--- src/rtl/sdram_port_arbiter.sv ---
// sdram_port_arbiter
// Shares one SDRAM master port between a pixel-fetch read client and a
// filtered-pixel writeback client. Round-robin on ties, one transaction in
// flight at a time, and a read timeout that recovers from a lost
// sdram_datareadvalid by returning to IDLE and raising a sticky error flag.
module sdram_port_arbiter #(
  parameter int ADDR_W     = 26,
  parameter int DATA_W     = 32,
  parameter int RD_TIMEOUT = 255
) (
  input  logic              clk,
  input  logic              n_rst,
  // read client
  input  logic              rd_req,
  input  logic [ADDR_W-1:0] rd_addr,
  output logic              rd_grant,
  output logic [DATA_W-1:0] rd_data,
  output logic              rd_valid,
  // write client
  input  logic              wr_req,
  input  logic [ADDR_W-1:0] wr_addr,
  input  logic [DATA_W-1:0] wr_data,
  output logic              wr_grant,
  // SDRAM master port
  output logic              sdram_read_en,
  output logic              sdram_write_en,
  output logic [ADDR_W-1:0] address_sdram,
  output logic [DATA_W-1:0] writeData_sdram,
  input  logic [DATA_W-1:0] data_sdram,
  input  logic              sdram_datareadvalid,
  input  logic              sdram_waitrequest,
  // status
  output logic              busy,
  output logic              rd_timeout_err
);

  localparam int CNT_W = (RD_TIMEOUT < 2) ? 1 : $clog2(RD_TIMEOUT + 1);
  // Last cycle of the wait window: RD_WAIT lasts at most RD_TIMEOUT cycles.
  localparam logic [CNT_W-1:0] CNT_LAST = CNT_W'(RD_TIMEOUT - 1);

  typedef enum logic [1:0] {
    S_IDLE     = 2'd0,
    S_RD_ISSUE = 2'd1,
    S_RD_WAIT  = 2'd2,
    S_WR_ISSUE = 2'd3
  } state_t;

  state_t           r_state;
  state_t           w_next;
  logic             r_last_wr;   // 1: write was granted most recently
  logic [CNT_W-1:0] r_cnt;
  logic             w_pick_rd;
  logic             w_pick_wr;
  logic             w_rd_done;
  logic             w_timeout;

  // Data return and timeout are only meaningful while waiting on a read;
  // a data beat in the final window cycle wins over the timeout.
  assign w_rd_done = (r_state == S_RD_WAIT) && sdram_datareadvalid;
  assign w_timeout = (r_state == S_RD_WAIT) && !sdram_datareadvalid &&
                     (r_cnt == CNT_LAST);

  // Command strobes and grants decode straight from the state register so
  // they are 0 the moment reset asserts; grants mark the accepting cycle.
  assign sdram_read_en  = (r_state == S_RD_ISSUE);
  assign sdram_write_en = (r_state == S_WR_ISSUE);
  assign rd_grant       = (r_state == S_RD_ISSUE) && !sdram_waitrequest;
  assign wr_grant       = (r_state == S_WR_ISSUE) && !sdram_waitrequest;
  assign busy           = (r_state != S_IDLE);

  // Next-state and arbitration decision
  always_comb begin
    w_next    = r_state;
    w_pick_rd = 1'b0;
    w_pick_wr = 1'b0;
    unique case (r_state)
      S_IDLE: begin
        // Read wins unless both are pending and read went last.
        if (rd_req && (!wr_req || r_last_wr)) begin
          w_pick_rd = 1'b1;
          w_next    = S_RD_ISSUE;
        end else if (wr_req) begin
          w_pick_wr = 1'b1;
          w_next    = S_WR_ISSUE;
        end
      end
      S_RD_ISSUE: if (!sdram_waitrequest) w_next = S_RD_WAIT;
      S_RD_WAIT:  if (w_rd_done || w_timeout) w_next = S_IDLE;
      S_WR_ISSUE: if (!sdram_waitrequest) w_next = S_IDLE;
      default:    w_next = S_IDLE;
    endcase
  end

  // State register and round-robin history
  always_ff @(posedge clk or negedge n_rst) begin
    if (!n_rst) begin
      r_state   <= S_IDLE;
      r_last_wr <= 1'b1;
    end else begin
      r_state <= w_next;
      if (w_pick_rd) r_last_wr <= 1'b0;
      if (w_pick_wr) r_last_wr <= 1'b1;
    end
  end

  // Command address/data capture; held through stalls and left as-is in IDLE
  always_ff @(posedge clk or negedge n_rst) begin
    if (!n_rst) begin
      address_sdram   <= '0;
      writeData_sdram <= '0;
    end else if (w_pick_rd) begin
      address_sdram   <= rd_addr;
    end else if (w_pick_wr) begin
      address_sdram   <= wr_addr;
      writeData_sdram <= wr_data;
    end
  end

  // Read-wait cycle counter, cleared whenever RD_WAIT is not continuing
  always_ff @(posedge clk or negedge n_rst) begin
    if (!n_rst) begin
      r_cnt <= '0;
    end else if ((r_state == S_RD_WAIT) && (w_next == S_RD_WAIT)) begin
      r_cnt <= r_cnt + 1'b1;
    end else begin
      r_cnt <= '0;
    end
  end

  // Registered read return; stray data beats outside RD_WAIT are dropped
  always_ff @(posedge clk or negedge n_rst) begin
    if (!n_rst) begin
      rd_data  <= '0;
      rd_valid <= 1'b0;
    end else begin
      rd_valid <= w_rd_done;
      if (w_rd_done) rd_data <= data_sdram;
    end
  end

  // Sticky timeout flag, cleared only by reset
  always_ff @(posedge clk or negedge n_rst) begin
    if (!n_rst) begin
      rd_timeout_err <= 1'b0;
    end else if (w_timeout) begin
      rd_timeout_err <= 1'b1;
    end
  end

endmodule
--- config.mk ---
export PLATFORM = sky130hd
export DESIGN_NAME = sdram_port_arbiter
export DESIGN_NICKNAME = d
export VERILOG_FILES = /design/src/rtl/sdram_port_arbiter.sv
export SDC_FILE = /design/constraint.sdc
export NUM_CORES = 1
export LEC_CHECK = 0
export ABC_CLOCK_PERIOD_IN_PS = 1940
export BUFFER_PORTS_ARGS = -buffer_cell sky130_fd_sc_hd__buf_4
export CAP_MARGIN = 20
export CORE_ASPECT_RATIO = 1.2
export CORE_UTILIZATION = 45
export CTS_CLUSTER_DIAMETER = 120
export DETAILED_ROUTE_END_ITERATION = 10
export HOLD_SLACK_MARGIN = 0.1
export PLACE_DENSITY_LB_ADDON = 0.3
export REMOVE_ABC_BUFFERS = 1
export SLEW_MARGIN = 20
export SYNTH_ARGS = -nofsm -noshare
export SYNTH_HDL_FRONTEND = slang
export SYNTH_SLANG_ARGS = --single-unit
export TNS_END_PERCENT = 5
--- constraint.sdc ---
create_clock -name clk -period 1.94 [get_ports clk]
set_clock_uncertainty 0.15 [all_clocks]
set_input_delay 0.097 -clock clk [delete_from_list [all_inputs] [get_ports clk]]
set_output_delay 0.097 -clock clk [all_outputs]
set_load 0.01 [all_outputs]
==> flow_summary.ini, run 1 <==
[logic_synthesis]
ys_ff_latch = 103
synthXorXnorAreaFrac_pct = 0.625
ys_warn_count = 0
synth-simple-area-share_pct = 3.87
synth_compound_area_share_pct = 13.3
muxShareOfSynthArea_pct = 17.1
postSynthCellCount = 292
yosysSeqAreaShare_pct = 61.3
synth.area.top_cells = dfrtp_1 61%, mux2_2 17%, a221o_1 6.2%
synth.top_cell.area_share_pct = 60.7
ys_types = 35
synth_top_family_by_area = multiplexers
synth-adder-area-share_pct = 0.595
syn_area_per_cell_um2 = 14.4
yosys.area.top_type = dfrtp_1
netlist_area_mm2 = 0.00421

[timing]
setup_tns_ns = 0
relSlewSlack_pct = 64.0
fin_crit_ns = 1.85
timing.final.max_slew_violations = 0
worst_pin_slew_ns = 0.540
setup_viol = 0
hold_violations = 0
period_share_pct = 95.2
fmax_mhz = 542
timing.final.ws_setup_ns = 0.0939
rsz0062_at_grt = no

[die]
die-area_mm2 = 0.00974
io_pins = 219
fp.dieH_um = 108
start_util_pct = 46.3
design.core.area_mm2 = 0.00908
rows = 38
die_x_um = 90.2

[worst_setup_path]
crit_chain = nor2_2 > buf_4 > buf_6 > inv_1 > buf_4
cpMaxStageDelayCell = dfrtp_1
worstPathRequired_ns = 1.69
path_buf_inv = 4
critPathCaptureType = output port
cp-start-kind = flop
crit_top_cell = buf_4
cp_data_arrival_time_ns = 1.60
cpPeakStageDelay_ns = 0.48
critPathMaxFanout = 18
critPathKind = flop to output port
critical_path.top_delay_family = buffers and inverters

[job]
max_cap_violations = 0

[detailed_routing]
drt_iter0_markers = 259
remaining_drc_errors = 0
drt-wirelength-per-cell_um = 20.7
viasPerCell = 5.32
routed_wl_mm = 15.6
ant_nets = 0
first_pass_iters = 5
vias = 4030

[place]
post-place-ws_ns = 0.213
portBuffers = 218
dp_hpwl_mm = 8.10
gp_congestion = 0.779

[clocking]
clk-insertion-delay-late_ns = 0.36
cts_buffers = 9
post_cts_buffers = 0
cts_buffer_depth = 2
clock_sinks = 103
cts_tree = built
root_buffer = clkbuf_8
htreeDepth = 3
clkTransAtPathRegs_ns = 0.10

[layout]
antennaDiodeCount = 0
area_growth_pct = 77.5
final_cell_mix = 222 x buf_4, 122 x dlygate4sd3_1, 102 x dfrtp_1
drive_above_1_share_pct = 48.8
layout_commonest_cell = buf_4
nNetsFinal = 756

[grt]
grt_use_total_pct = 32.7
antenna_found_initial = 0
grt-ovfl-total = 0
grt_start_max_net_pins = 104
grt_pass1_wl_mm = 23.7
grt_pass1_vias = 4451

[status]
outcome = finished, final reports clean

[pwr]
power.leakage_nw = 3.56
peakVddDrop_mv = 0.785
p_per_area_mw_per_mm2 = 1380

[min_path]
hold_path.class = input port to asynchronous set/reset pin
-- layout make-up --
type                            count  area, µm²
Timing Repair Buffer              349       2980
Sequential cell                   103       2580
Fill cell                         441       1620
Multi-Input combinational cell    165       1500
Clock buffer                       14        183
Tap cell                          120        150
Clock inverter                      2       60.1
Inverter                            4       15.0
-- cells by family (layout without fill, tap and decap cells) --
kind of cell | Yosys count | after routing
mux | 64 | 64
simple gates | 29 | 29
xor+xnor | 3 | 3
compound gates | 67 | 67
flops | 103 | 103
fa+ha+maj | 2 | 2
buf+inv | 24 | 369
-- worst paths after layout --
path	from	endpoint	slack (ns)	cells after the start
worst max-delay path	r_state[1]	busy	0.09	5
worst min-delay path	n_rst	writeData_sdram[13]	0.16	3
worst max register to register	r_state[1]	address_sdram[5]	0.12	5
worst min register to register	rd_timeout_err	rd_timeout_err	0.33	1
max in group asynchronous	n_rst	r_last_wr	1.07	3
min in group clk	rd_timeout_err	rd_timeout_err	0.33	1
-- registers in the layout, summed over array words and instances (netlist names) --
name	flops
r_cnt	8
rd_timeout_err	1
rd_data	32
r_state	2
r_last_wr	1
address_sdram	26
rd_valid	1
writeData_sdram	32
-- through the flow --
stage	std cells	power (mW)	area [µm²]	hold WS, ns	util (%)
5_1_grt	757	10.8	7460	0.211	82.2
4_1_cts	757	9.91	7460	0.201	82.2
3_5_place_dp	619	8.13	6000	0.0576	66.0
6_report	757	10.3	7460	0.157	82.2
3_3_place_gp	619	7.97	6000	0.0500	66.0
2_1_floorplan	272	5.74	4090	-0.349	-
-- where the power goes --
group | internal [mW] | switching, mW | total [mW] | leakage (nW)
Clock | 0.870 | 0.723 | 1.59 | 0.123
Combinational | 2.74 | 2.13 | 4.88 | 2.18
Sequential | 3.15 | 0.703 | 3.85 | 1.25
Total | 6.76 | 3.56 | 10.3 | 3.56
-- synth_stat cells, drive strengths merged --
cell type  count
mux2          64
o221a          1
nand2b         1
a21o           2
ha             2
clkbuf         6
o21ai          3
nor3b          3
inv            4
a21oi          3
dfrtp        102
nand2          4
a22o           1
or3b           1
a21boi        26
nand4          1
a221o         26
a32oi          1
a31oi          2
and2           1
nand3          3
nor2b          1
nand3b         1
dfstp          1
and3           5
o311ai         1
and3b          1
a41o           1
xor2           1
nor2           6
xnor2          2
or2            1
buf           14
-- worst min-delay path: cells and delay by family --
kind,cells,cell delay (ns)
buffers and inverters,3,1.03
-- repair_timing --
item | in CTS | in global routing
hold buffers | 122 | 0
hold endpoints to repair | 202 | 0
gates resized for setup | 0 | 2
endpoints found under the setup margin | 0 | 16
-- layer usage --
layer / vias to the layer above / routed length, µm / GRT usage (%)
li1: 1757 / - / -
met1: 1938 / 5610 / 37.3
met2: 272 / 7830 / 55.6
met3: 63 / 1350 / 8.47
met4: 0 / 843 / 19.5
met5: - / 0 / 0
(Power assumes the default switching activity.)
==> run 2, diff against run 1 <==
--- a/constraint.sdc
+++ b/constraint.sdc
@@ -4,2 +4,2 @@
 set_output_delay 0.097 -clock clk [all_outputs]
-set_load 0.01 [all_outputs]
+set_load 0.1 [all_outputs]
==> flow_summary.ini, run 2 (same netlist as run 1, synthesis figures left out) <==
[detailed_routing]
remaining_drc_errors = 0
drt_iter0_markers = 230
ant_nets = 0
vias = 3972
routed_wl_mm = 14.8
drt-wirelength-per-cell_um = 19.5
first_pass_iters = 4
viasPerCell = 5.24

[timing]
timing.final.max_slew_violations = 0
period_share_pct = 96.9
timing.hold.ws_ns = 0.151
fin_crit_ns = 1.88
setup_tns_ns = 0
setup_viol = 0
hold_violations = 0
rsz0062_at_grt = no
fmax_mhz = 532
worst_pin_slew_ns = 0.753
relSlewSlack_pct = 49.8

[clocking]
clkTransAtPathRegs_ns = 0.10
root_buffer = clkbuf_8
cts_tree = built
htreeDepth = 3
clk-insertion-delay-late_ns = 0.36
clock_sinks = 103
cts_buffer_depth = 2
post_cts_buffers = 0
cts_buffers = 9

[die]
io_pins = 219
die_x_um = 90.2
fp.dieH_um = 108
design.core.area_mm2 = 0.00908
die-area_mm2 = 0.00974
rows = 38
start_util_pct = 46.3

[layout]
nNetsFinal = 756
final_cell_mix = 221 x buf_4, 122 x dlygate4sd3_1, 101 x dfrtp_1
layout_commonest_cell = buf_4
final_util_pct = 82.3
drive_above_1_share_pct = 48.8
reg_top3 = rd_data: 32 flops, writeData_sdram: 32 flops, address_sdram: 26 flops
fillers = 420
area_growth_pct = 77.7
instances_no_fill = 758

[job]
max_cap_violations = 0

[worst_setup_path]
critPathKind = input port to flop
critPathMaxFanout = 27
critPathCaptureType = flop
cp_data_arrival_time_ns = 1.98
worstPathRequired_ns = 2.04
cp-start-kind = input port

[min_path]
hold_path.class = input port to asynchronous set/reset pin

[place]
dp.cells = 619
gp_congestion = 0.779
portBuffers = 218
dp_hpwl_mm = 8.10

[grt]
antenna_found_initial = 1
grt-ovfl-total = 0
grt_use_total_pct = 30.8
grt_pass1_wl_mm = 22.5
grt_start_max_net_pins = 104
grt_pass1_vias = 4397

[status]
outcome = finished, final reports clean
## run 2: final timing paths
| kind | depth (start not counted) | to | startpoint | slack (ns) |
|---|---|---|---|---|
| max in group asynchronous | 3 | r_state[1] | n_rst | 1.03 |
| hold / removal | 3 | writeData_sdram[13] | n_rst | 0.15 |
| hold reg to reg | 1 | rd_timeout_err | rd_timeout_err | 0.33 |
| setup reg to reg | 5 | r_state[1] | r_state[0] | 0.17 |
| setup / recovery | 5 | address_sdram[22] | wr_req | 0.06 |
| min in group clk | 1 | rd_timeout_err | rd_timeout_err | 0.33 |
## run 2: repair_timing
| item | CTS | global route |
|---|---|---|
| hold endpoints to repair | 202 | 0 |
| setup endpoints to repair | 1 | 1 |
| hold buffers | 122 | 0 |
| resized for setup | 1 | 2 |
## run 2: routing by layer
metal / share of wire (%) / up-vias / global-route usage (%)
li1: - / 1758 / -
met5: 0 / - / 0
met2: 52 / 213 / 54.6
met3: 6.7 / 45 / 6.43
met1: 37 / 1956 / 35.3
met4: 3.6 / 0 / 15.3
## run 2: layout make-up
| type | count | area, µm² | share of cell area (%) |
|---|---|---|---|
| antenna | 1 | 2.50 | 0.0335 |
| timing repair buffer | 349 | 2980 | 39.9 |
| multi-input combinational | 165 | 1500 | 20.1 |
| clock inverter | 2 | 60.1 | 0.804 |
| clock buffer | 14 | 183 | 2.44 |
| tap | 120 | 150 | 2.01 |
| inverter | 4 | 15.0 | 0.201 |
| sequential | 103 | 2580 | 34.5 |
## run 2: metrics by stage
stage | setup WS (ns) | cell area [µm²]
finish | 0.0600 | 7470
CTS | 0.0198 | 7460
global placement | 0.281 | 6000
global route | 0.00455 | 7470
detailed placement | 0.213 | 6000
floorplan | -1.43 | 4090
## run 2: worst max-delay path: stages
cell           delay (ns)
dlygate4sd3_1        0.54
buf_4                0.12
or2_1                0.59
a21boi_0             0.30
a221o_1              0.33
Power of run 2 is left out: the tool's default activity adds up to more than one toggle a clock period on the data nets, which glitch-free logic cannot reach.
